`config.mk`:
```
export PLATFORM = sky130hd
export DESIGN_NAME = fetch_stage
export DESIGN_NICKNAME = d
export VERILOG_FILES = /design/src/rtl/cpu_pkg.sv /design/src/rtl/pc_reg.sv /design/src/rtl/fetch_stage.sv
export SDC_FILE = /design/constraint.sdc
export NUM_CORES = 1
export LEC_CHECK = 0
export ABC_CLOCK_PERIOD_IN_PS = 2090
export CAP_MARGIN = 20
export CORE_MARGIN = 2
export CORE_UTILIZATION = 40
export DETAILED_ROUTE_END_ITERATION = 12
export PLACE_DENSITY = 0.84
export SLEW_MARGIN = 10
export SYNTH_ARGS = -nofsm -noshare
export SYNTH_HDL_FRONTEND = slang
export SYNTH_HIERARCHICAL = 1
export SYNTH_SLANG_ARGS = --single-unit
```
`constraint.sdc`:
```
create_clock -name clk -period 2.09 [get_ports clk]
set_input_delay 0.3135 -clock clk [delete_from_list [all_inputs] [get_ports clk]]
set_output_delay 0.3135 -clock clk [all_outputs]
set_load 0.01 [all_outputs]
```
`src/rtl/cpu_pkg.sv`:
```
// cpu_pkg: constants and types shared by the pipeline stages.
//   INST_W    instruction word width
//   ADDR_W    default PC / byte-address width
//   NOP_INST  bubble word (opcode 000000 = no-op)
//   OP_*      opcode field values used by decode and the branch unit
//   if_id_t   contents of the IF/ID pipeline register
package cpu_pkg;

    localparam int INST_W = 32;
    localparam int ADDR_W = 32;

    localparam logic [INST_W-1:0] NOP_INST = 32'h0000_0000;

    localparam logic [5:0] OP_ADDI = 6'b100000;
    localparam logic [5:0] OP_BEZ  = 6'b101000;
    localparam logic [5:0] OP_BNE  = 6'b101001;
    localparam logic [5:0] OP_JMP  = 6'b101010;

    typedef struct packed {
        logic [ADDR_W-1:0] pc;
        logic [INST_W-1:0] inst;
        logic              valid;
    } if_id_t;

endpackage

```
`src/rtl/pc_reg.sv`:
```
// pc_reg: program counter register for the fetch stage.
//   clk, rst     rising-edge clock, asynchronous active-high reset
//   load_en      update the PC on this edge (held otherwise)
//   load_sel     1 = load word-aligned branch_addr, 0 = load pc + 4
//   branch_addr  redirect target; bits [1:0] are forced to zero
//   pc           current PC
//   pc_plus4     pc + 4, modulo 2^ADDR_W
module pc_reg #(
    parameter int                ADDR_W   = 32,
    parameter logic [ADDR_W-1:0] RESET_PC = '0
) (
    input  logic              clk,
    input  logic              rst,
    input  logic              load_en,
    input  logic              load_sel,
    input  logic [ADDR_W-1:0] branch_addr,
    output logic [ADDR_W-1:0] pc,
    output logic [ADDR_W-1:0] pc_plus4
);
    import cpu_pkg::*;

    localparam logic [ADDR_W-1:0] WORD_MASK = ~ADDR_W'(3);

    assign pc_plus4 = pc + ADDR_W'(4);

    always_ff @(posedge clk or posedge rst) begin
        if (rst) begin
            pc <= RESET_PC;
        end else if (load_en) begin
            pc <= load_sel ? (branch_addr & WORD_MASK) : pc_plus4;
        end
    end

endmodule

```
`src/rtl/fetch_stage.sv`:
```
// fetch_stage: instruction-fetch stage. Holds the PC, addresses the
// zero-latency instruction ROM and captures its word into IF/ID.
//   clk, rst      rising-edge clock, asynchronous active-high reset
//   freeze        hold PC and IF/ID
//   branch_taken  redirect to branch_addr and flush IF/ID (beats freeze)
//   branch_addr   redirect target byte address (bits [1:0] ignored)
//   rom_address   byte address to the ROM, equal to the current PC
//   rom_inst      combinational ROM word at rom_address
//   if_pc         PC+4 of the instruction held in IF/ID
//   if_inst       instruction held in IF/ID
//   if_valid      1 = real instruction, 0 = bubble
// Optional build macro FETCH_PERF_CNT_EN adds saturating 32-bit counters
//   perf_fetched, perf_stalled, perf_flushed.
module fetch_stage #(
    parameter int                ADDR_W   = 32,
    parameter logic [ADDR_W-1:0] RESET_PC = '0,
    parameter logic [31:0]       NOP_INST = 32'h0000_0000
) (
    input  logic              clk,
    input  logic              rst,
    input  logic              freeze,
    input  logic              branch_taken,
    input  logic [ADDR_W-1:0] branch_addr,
    output logic [ADDR_W-1:0] rom_address,
    input  logic [31:0]       rom_inst,
    output logic [ADDR_W-1:0] if_pc,
    output logic [31:0]       if_inst,
    output logic              if_valid
`ifdef FETCH_PERF_CNT_EN
    ,
    output logic [31:0]       perf_fetched,
    output logic [31:0]       perf_stalled,
    output logic [31:0]       perf_flushed
`endif
);
    import cpu_pkg::*;

    logic [ADDR_W-1:0] pc;
    logic [ADDR_W-1:0] pc_plus4;
    logic              do_fetch;

    // A branch must still load the PC while frozen.
    assign do_fetch = !branch_taken && !freeze;

    pc_reg #(
        .ADDR_W   (ADDR_W),
        .RESET_PC (RESET_PC)
    ) u_pc_reg (
        .clk         (clk),
        .rst         (rst),
        .load_en     (branch_taken || !freeze),
        .load_sel    (branch_taken),
        .branch_addr (branch_addr),
        .pc          (pc),
        .pc_plus4    (pc_plus4)
    );

    assign rom_address = pc;

    always_ff @(posedge clk or posedge rst) begin
        if (rst) begin
            if_pc    <= '0;
            if_inst  <= NOP_INST;
            if_valid <= 1'b0;
        end else if (branch_taken) begin
            // The word on rom_inst is wrong-path; replace it with a bubble.
            if_pc    <= '0;
            if_inst  <= NOP_INST;
            if_valid <= 1'b0;
        end else if (do_fetch) begin
            if_pc    <= pc_plus4;
            if_inst  <= rom_inst;
            if_valid <= 1'b1;
        end
    end

`ifdef FETCH_PERF_CNT_EN
    always_ff @(posedge clk or posedge rst) begin
        if (rst) begin
            perf_fetched <= '0;
            perf_stalled <= '0;
            perf_flushed <= '0;
        end else if (branch_taken) begin
            if (perf_flushed != 32'hFFFF_FFFF) perf_flushed <= perf_flushed + 32'd1;
        end else if (freeze) begin
            if (perf_stalled != 32'hFFFF_FFFF) perf_stalled <= perf_stalled + 32'd1;
        end else begin
            if (perf_fetched != 32'hFFFF_FFFF) perf_fetched <= perf_fetched + 32'd1;
        end
    end
`endif

endmodule

```
* Yosys cells after proc, flatten, opt, wreduce, memory -nomap -nowiden
Cells that the tools add are included.
** Storage, ports and cells
- Flip-flop bits (word level) :: 97
- Latch bits :: 0
- Memory bits (writable) :: 0
- Memory bits (read-only) :: 0
- Input port bits :: 68
- Word-level logic and storage cells :: 17
- Memories kept :: 0
** Cells by class
- Add/sub/neg operators :: 1
- Multipliers :: 0
- Div/mod/pow operators :: 0
- Order comparisons :: 0
- Eq/ne operators :: 0
- Shift-type cells :: 0
- Muxes and demuxes :: 7
- Bitwise logic cells :: 0
- Reductions and logical operators :: 5
** Operator list (count)
- 32-bit 2-to-1 mux :: 5
- 32-bit by 3-bit adder with 32-bit output, second input constant :: 1
- 1-bit logical NOT :: 2
- 1-bit 2-to-1 mux :: 2
- 2-bit nonzero test :: 1
- 1-bit logical AND :: 1
- 1-bit logical OR :: 1

* Longest topological paths before layout
Gate-level depths: netlist (run 1).
- Depth after elaboration :: 4
- Gate-level depth with buffers :: 8
- Mapped depth without buffers :: 8

* Hierarchy
The synthesis (run 1) kept the hierarchy.
** Modules (own cells, without submodules)
- fetch_stage :: instances 1, cells each 212, area an instance 2681.3 um2, sequential area each 1626.6 um2
- pc_reg :: instances 1, cells each 281, area an instance 2322.2 um2, sequential area each 750.7 um2

* Worst setup path after synthesis (run 1)
OpenSTA, ideal clock, no wires.
- Kind :: register to register
- Start point :: register u_pc_reg.pc[2]
- End point :: register if_pc[24]
- Setup time :: 0.121 ns
- Data arrival time :: 1.919 ns
- Required time :: 1.969 ns
- Setup slack :: 0.050 ns
- Stages on the path, launching flop included :: 8
- Clock period less this slack :: 2.040 ns
- Path through :: dfrtp_1 ha_1 and4_1 nand2_1 or4_4 xnor2_1 mux2i_1 nor2_1
** On the way
- Longest elaborated chain between the ends :: 3
** Ends and longest elaborated chain
- from (decl) :: RTL line pc_reg.sv:17 : output logic [ADDR_W-1:0] pc,
- from (signal assigned) :: RTL line pc_reg.sv:30 : pc <= load_sel ? (branch_addr & WORD_MASK) : pc_plus4;
- 32-bit by 3-bit adder with 32-bit output :: RTL line pc_reg.sv:24 : assign pc_plus4 = pc + ADDR_W'(4);
- via pc_plus4[24] :: RTL line fetch_stage.sv:39 : logic [ADDR_W-1:0] pc_plus4;
- 32-bit 2-to-1 mux :: RTL line fetch_stage.sv:70 : end else if (do_fetch) begin
- 32-bit 2-to-1 mux :: RTL line fetch_stage.sv:65 : end else if (branch_taken) begin
- to (signal assigned) :: RTL line fetch_stage.sv:71 : if_pc <= pc_plus4;
- to (decl) :: RTL line fetch_stage.sv:26 : output logic [ADDR_W-1:0] if_pc,
The timed path passes the listed nets, and every way through them passes these cells. The select of a mux whose other input is x is not followed.
A chain may end at the register's enable or synchronous reset.

* Final worst setup path (run 1)
Same ends and word-level chain as after synthesis.

==> results.txt, run 1 <==
Status: finished, final reports clean
Fin crit share: 0.952
Post-Syn Area per Cell: 10.1 µm²
DRC: 0
Clk_lat worst skew: 0.34 ns
Cell taking the most area after synthesis: dfrtp_1
CP Launch Type: register
Number of global-route vias before repair: 4,292
Max-slew violations: 0
Synth top area cells: dfrtp_1 (48%), mux2i_1 (13%), nor2_1 (6.1%), xnor2_1 (3.2%), nand2_1 (2.3%)
DIE AREA: 13,400 µm²
Layout area overhead: 40.7%
CORE AREA: 12,100 µm²
Clk_skew: 0.00668 ns
Multi-input gate area: 2310 µm²
First-pass GRT wire length: 21.5 mm
FF-to-FF Start: u_pc_reg/pc[2]$_DFFE_PP0P_
Maximum VDD drop: 0.000327 V
RSZ-0062 raised after global routing: false
Worst-path maximum fanout: 4
Gr usage total: 0.206
Initial Utilization: 0.413
Final Hold Violating Endpoints: 0
Top_reg_cell synth: dfrtp_1
Critical path capture point type: register
Setup bufs post-CTS: 0
Crit path from: u_pc_reg/pc[2]$_DFFE_PP0P_
DRT Pass-1 Iters: 4
EDFF count, synth: 0
Setup Total Neg Slack: 0 ns
CTS tree: built
Yosys reg bits: 95
Critical path arrival: 2.22 ns
Number of vias per cell: 5.12
Tmin final: 1.99 ns
Antenna violations before repair: 0
R2r setup slk: 0.1 ns
Post-synth top area share: 0.475
CTS Buf Count: 9
Async S/R FF share, synth: 1.00
Clock sink total: 95
Pin count of the biggest net entering global routing: 66
Pwr/cell area: 695 nW/µm²
Clock buffer depth: 2
Top post-synthesis cells by count: dfrtp_1 (95), nor2_1 (81), mux2i_1 (65)
CTS Hold Bufs: 0
DR vias: 4,242
Avg WL per Cell: 16.5 µm
GR Overflow Total: 0
Layout cells sized above 1: 0.0847
Root Buffer: clkbuf_16
Worst hold slack: 0.346 ns
Port bufs: 160
WS Path Type: reg -> reg
Synthesized cell area: 5000 µm²
Reg-to-reg endpoint: if_pc[24]$_DFFE_PP0P_
Post-DRT Antenna Nets: 0
Placer Congestion: 0.876
Warnings from Yosys: 6
Post-Route WL: 13.7 mm
Top Ports: 165
Synth unique cells: 49
Register area: 2380 µm²
FMAX: 502 MHz
Chip width: 116 µm
Post-layout nets: 727
Sequential element share of the synthesized area: 0.475
Die height: 116 µm
Fillcell total: 1,081
DP Wirelength: 9.83 mm
WP data required: 2.32 ns
Clock transition at path regs: 0.06 ns
Final setup violation count: 0
Ant diodes: 0
Worst setup path end: if_pc[24]$_DFFE_PP0P_
Site row count: 40
Max-cap violation count: 0
Register-to-Register Path Depth: 7
Hold Path Class: in -> reg
Gate Count Post-Synth: 493
1st-iter DRT viols: 266
Post-cts resize count: 0
CTS H-Tree Depth: 3
Cell with the most instances after synthesis: dfrtp_1
Leakage: 0.00312 µW
==> power by group <==
part	switching [µW]	total, µW	internal [µW]
registers	145	2150	2010
logic	587	1280	696
clock network	665	1460	791
==> worst min path at each step <==
| stage | startpoint | endpoint | slack [ns] | cells after the start |
|---|---|---|---|---|
| after floorplan | rst | u_pc_reg/pc[10]$_DFFE_PP0P_ | 0.40 | 1 |
| after global placement | if_pc[23]$_DFFE_PP0P_ | if_pc[23]$_DFFE_PP0P_ | 0.50 | 2 |
| after detailed placement | if_pc[26]$_DFFE_PP0P_ | if_pc[26]$_DFFE_PP0P_ | 0.51 | 2 |
| after CTS | branch_taken | if_inst[24]$_DFFE_PP0P_ | 0.34 | 2 |
| after global routing | branch_taken | if_inst[11]$_DFFE_PP0P_ | 0.36 | 2 |
| final | branch_taken | if_inst[7]$_DFFE_PP0P_ | 0.35 | 2 |
==> layer usage <==
layer | track usage | vias to the layer above | share of wire
met1 | 0.248 | 2048 | 0.41
met5 | 0 | - | 0
met4 | 0.0762 | 0 | 0.016
met2 | 0.363 | 142 | 0.51
met3 | 0.0460 | 15 | 0.065
li1 | - | 2037 | -
==> metrics by stage <==
step / std cells / utilization / setup WS [ns] / cell area, µm² / total power [µW]
final: 829 / 0.581 / 0.0997 / 7040 / 4890
after detailed placement: 815 / 0.561 / 0.107 / 6790 / 3480
after global routing: 829 / 0.581 / 0.0108 / 7040 / 5130
after global placement: 815 / 0.561 / 0.172 / 6790 / 3430
after floorplan: 496 / - / 0.0499 / 5010 / 2800
after CTS: 829 / 0.581 / 0.0991 / 7040 / 4940
==> layout by cell type (no fill, tap or decap), drive strengths merged, types with 2 or more instances in the layout <==
cell,netlist,routed
nand2,32,32
o22ai,3,3
xnor2,18,18
clkinv,1,3
clkdlybuf4s50,0,158
nand3b,3,3
buf,20,32
nand2b,3,3
o41ai,2,2
o21ai,16,16
conb,1,4
or4,2,2
o32ai,3,3
a2bb2oi,2,2
dfrtp,95,95
nor3,3,3
o311ai,7,7
nand4,7,7
and4,8,8
mux2i,65,65
a22o,8,8
a21oi,16,16
and3,5,5
inv,12,12
xor2,10,10
nor4,4,4
and2,2,2
clkbuf,19,12
nand3,20,20
nor2b,10,10
o31ai,4,4
nor2,81,81
o211ai,2,2
a22oi,3,3
==> cell families after synthesis <==
logic type	share of synthesized area
adder cells (fa/ha/maj)	0.00250
multiplexers	0.130
flip-flops	0.475
AO/OA/AOI/OAI	0.0978
buffers and inverters	0.0653
AND/OR/NAND/NOR	0.180
XOR/XNOR	0.0490
other	0.000749
==> area by class of cell <==
class	instances	share of cell area
Clock buffer	12	0.0336
Timing Repair Buffer	190	0.262
Tap cell	168	0.0299
Inverter	13	0.00693
Clock inverter	2	0.00142
Sequential cell	95	0.338
Multi-Input combinational cell	349	0.328
==> worst max-delay path: stages, from the launching register on <==
cell     delay (ns)
dfrtp_1        0.37
ha_1           0.18
and4_1         0.28
nand2_1        0.12
or4_4          0.58
xnor2_1        0.15
mux2i_1        0.14
nor2_1         0.05
Note: power is estimated with default switching activity, not from simulation.
==> run 2: changes to the inputs <==
--- a/config.mk
+++ b/config.mk
@@ -5,12 +5,12 @@
 export SDC_FILE = /design/constraint.sdc
 export NUM_CORES = 1
 export LEC_CHECK = 0
-export ABC_CLOCK_PERIOD_IN_PS = 2090
+export ABC_CLOCK_PERIOD_IN_PS = 1950
 export CAP_MARGIN = 20
 export CORE_MARGIN = 2
 export CORE_UTILIZATION = 40
 export DETAILED_ROUTE_END_ITERATION = 12
-export PLACE_DENSITY = 0.84
+export PLACE_DENSITY = 0.81
 export SLEW_MARGIN = 10
 export SYNTH_ARGS = -nofsm -noshare
 export SYNTH_HDL_FRONTEND = slang
==> constraint.sdc (replaced) <==
create_clock -name clk -period 1.95 [get_ports clk]
set_input_delay 0.2925 -clock clk [delete_from_list [all_inputs] [get_ports clk]]
set_output_delay 0.2925 -clock clk [all_outputs]
set_load 0.01 [all_outputs]
==> run 2 against run 1 <==
Net effect: combinational power increased by 14%; via count increased by 3.1%; final area increased by 1.9%; core utilization increased by 1.1 points; global-route usage increased by 0.58 points; routed wire length about the same; setup slack got worse by 0.0056 ns; cell count increased by 1.7%; die area unchanged; clock skew increased by 0.0015 ns; largest power group unchanged.
==> results.txt, run 2 (synthesis results as in run 1) <==
Status: finished, final reports clean
Fillcell total: 1,096
Maximum VDD drop: 0.000524 V
Sw power: 1540 µW
Post-DRT Antenna Nets: 0
Port bufs: 160
Rel. slew slack: 0.450
Clk_lat worst skew: 0.35 ns
Placer Congestion: 0.848
Worst path buffer plus inverter count: 1
Ant diodes: 0
Fin cells: 843
Crit path from: u_pc_reg/pc[19]$_DFFE_PP0P_
FF-to-FF Start: u_pc_reg/pc[19]$_DFFE_PP0P_
Clk pwr share: 0.304
CTS H-Tree Depth: 3
Post-Route WL: 13.7 mm
Setup bufs post-CTS: 0
Commonest non-fill, non-tap cells in the layout: clkdlybuf4s50_1 (158), dfrtp_1 (94), nor2_1 (81)
Max-cap violation count: 0
Final Hold Violating Endpoints: 0
CTS Buf Count: 9
1st-iter DRT viols: 305
Worst hold slack: 0.362 ns
Clk_skew: 0.00823 ns
Chip width: 116 µm
Root Buffer: clkbuf_16
Int Power: 3840 µW
Top Ports: 165
GR Overflow Total: 0
CORE AREA: 12,100 µm²
Worst-path maximum fanout: 4
CTS tree: built
Clock transition at path regs: 0.07 ns
Sw Ratio: 0.287
Site row count: 40
RSZ-0062 raised after global routing: true
Initial Utilization: 0.413
Critical path, cell by cell: and4_1 -> nand3_2 -> buf_4 -> nor4_2 -> xor2_1 -> mux2i_1 -> nor2_1
Final setup violation count: 0
DP Wirelength: 9.84 mm
Leakage: 0.00318 µW
Multi-input gate area: 2330 µm²
CP delay by family, top: simple AND/OR/NAND/NOR gates
Layout cells sized above 1: 0.114
Layout area overhead: 43.4%
CP Launch Type: register
Combinational power share: 0.271
Pwr/cell area: 750 nW/µm²
Max-slew violations: 0
Gr usage total: 0.212
Tmin final: 1.86 ns
Post-layout nets: 740
First-pass GRT wire length: 22.4 mm
Reg-to-reg endpoint: if_pc[29]$_DFFE_PP0P_
Register area: 2380 µm²
WS Path Type: reg -> reg
WP data required: 2.15 ns
Pin count of the biggest net entering global routing: 70
Most common cell after layout, fill and taps aside: clkdlybuf4s50_1
Worst setup path end: if_pc[29]$_DFFE_PP0P_
Slowest CP cell: nor4_2
Sequential Power Share: 0.425
Number of global-route vias before repair: 4,516
Avg WL per Cell: 16.2 µm
R2r setup slk: 0.09 ns
Hold Path Class: in -> async
Critical path capture point type: register
Register-to-Register Path Depth: 7
DIE AREA: 13,400 µm²
Die height: 116 µm
DRT Pass-1 Iters: 4
Setup Total Neg Slack: 0 ns
Antenna violations before repair: 0
Placed cells: 828
Critical path arrival: 2.06 ns
FMAX: 539 MHz
Worst path max stage delay: 0.40 ns
Crit path depth: 7
Clock buffer depth: 2
Clock sink total: 95
DR vias: 4,374
Number of vias per cell: 5.19
DRC: 0
Fin crit share: 0.952
Worst-Margin Slew: 0.825 ns
CTS Hold Bufs: 0
## run 2: cell types whose count changed in the layout (fill, tap and decap cells not counted), sizes merged
cell and delta:
buf +13, clkinv -2, clkinvlp +3, inv +1
clkbuf -1
## run 2: power groups by stage
stage               Combinational, µW  Clock, µW  Sequential, µW
global route                     1590       1770            2310
floorplan                         576          0            2440
finish                           1460       1640            2290
CTS                              1470       1680            2290
global placement                 1430          0            2310
detailed placement               1460          0            2320
## run 2: timing repair
item	CTS	global route
pin swaps	1	1
setup endpoints to repair	1	8
gates resized for setup	0	5
## run 2: tightest hold or removal path, delay by kind of cell
| family | cells | cell delay (ns) |
|---|---|---|
| buffers and inverters | 3 | 0.82 |
## run 2: how the worst min path moves through the flow
stage	startpoint	endpoint	slack, ns	depth (start not counted)
final	rst	if_pc[20]$_DFFE_PP0P_	0.36	3
after global routing	rst	if_pc[20]$_DFFE_PP0P_	0.41	3
after CTS	rst	if_pc[20]$_DFFE_PP0P_	0.39	3
after detailed placement	if_pc[28]$_DFFE_PP0P_	if_pc[28]$_DFFE_PP0P_	0.51	2
after global placement	if_inst[1]$_DFFE_PP0P_	if_inst[1]$_DFFE_PP0P_	0.50	2
after floorplan	rst	u_pc_reg/pc[10]$_DFFE_PP0P_	0.38	1
## run 2: per-stage QoR
stage | instance area (µm²) | setup WS, ns | power, µW | util
floorplan | 5030 | 0.0310 | 3010 | -
global placement | 6900 | 0.0719 | 3730 | 0.569
detailed placement | 6900 | -0.00429 | 3780 | 0.569
CTS | 7170 | 0.0154 | 5440 | 0.592
global route | 7170 | -0.0324 | 5680 | 0.592
finish | 7170 | 0.0940 | 5380 | 0.592
## run 2: per-layer routing
layer  GRT usage  share of wire  wire (µm)
met5           0              0          0
met4      0.0802          0.022        306
met3      0.0497          0.069        943
met2       0.351           0.49       6640
met1       0.272           0.42       5760
## run 2: layout make-up
class / count / share of cell area
Sequential cell: 95 / 0.332
Multi-Input combinational cell: 349 / 0.325
Timing Repair Buffer: 203 / 0.269
Clock buffer: 11 / 0.0338
Tap cell: 168 / 0.0293
Inverter: 13 / 0.00680
Clock inverter: 4 / 0.00436
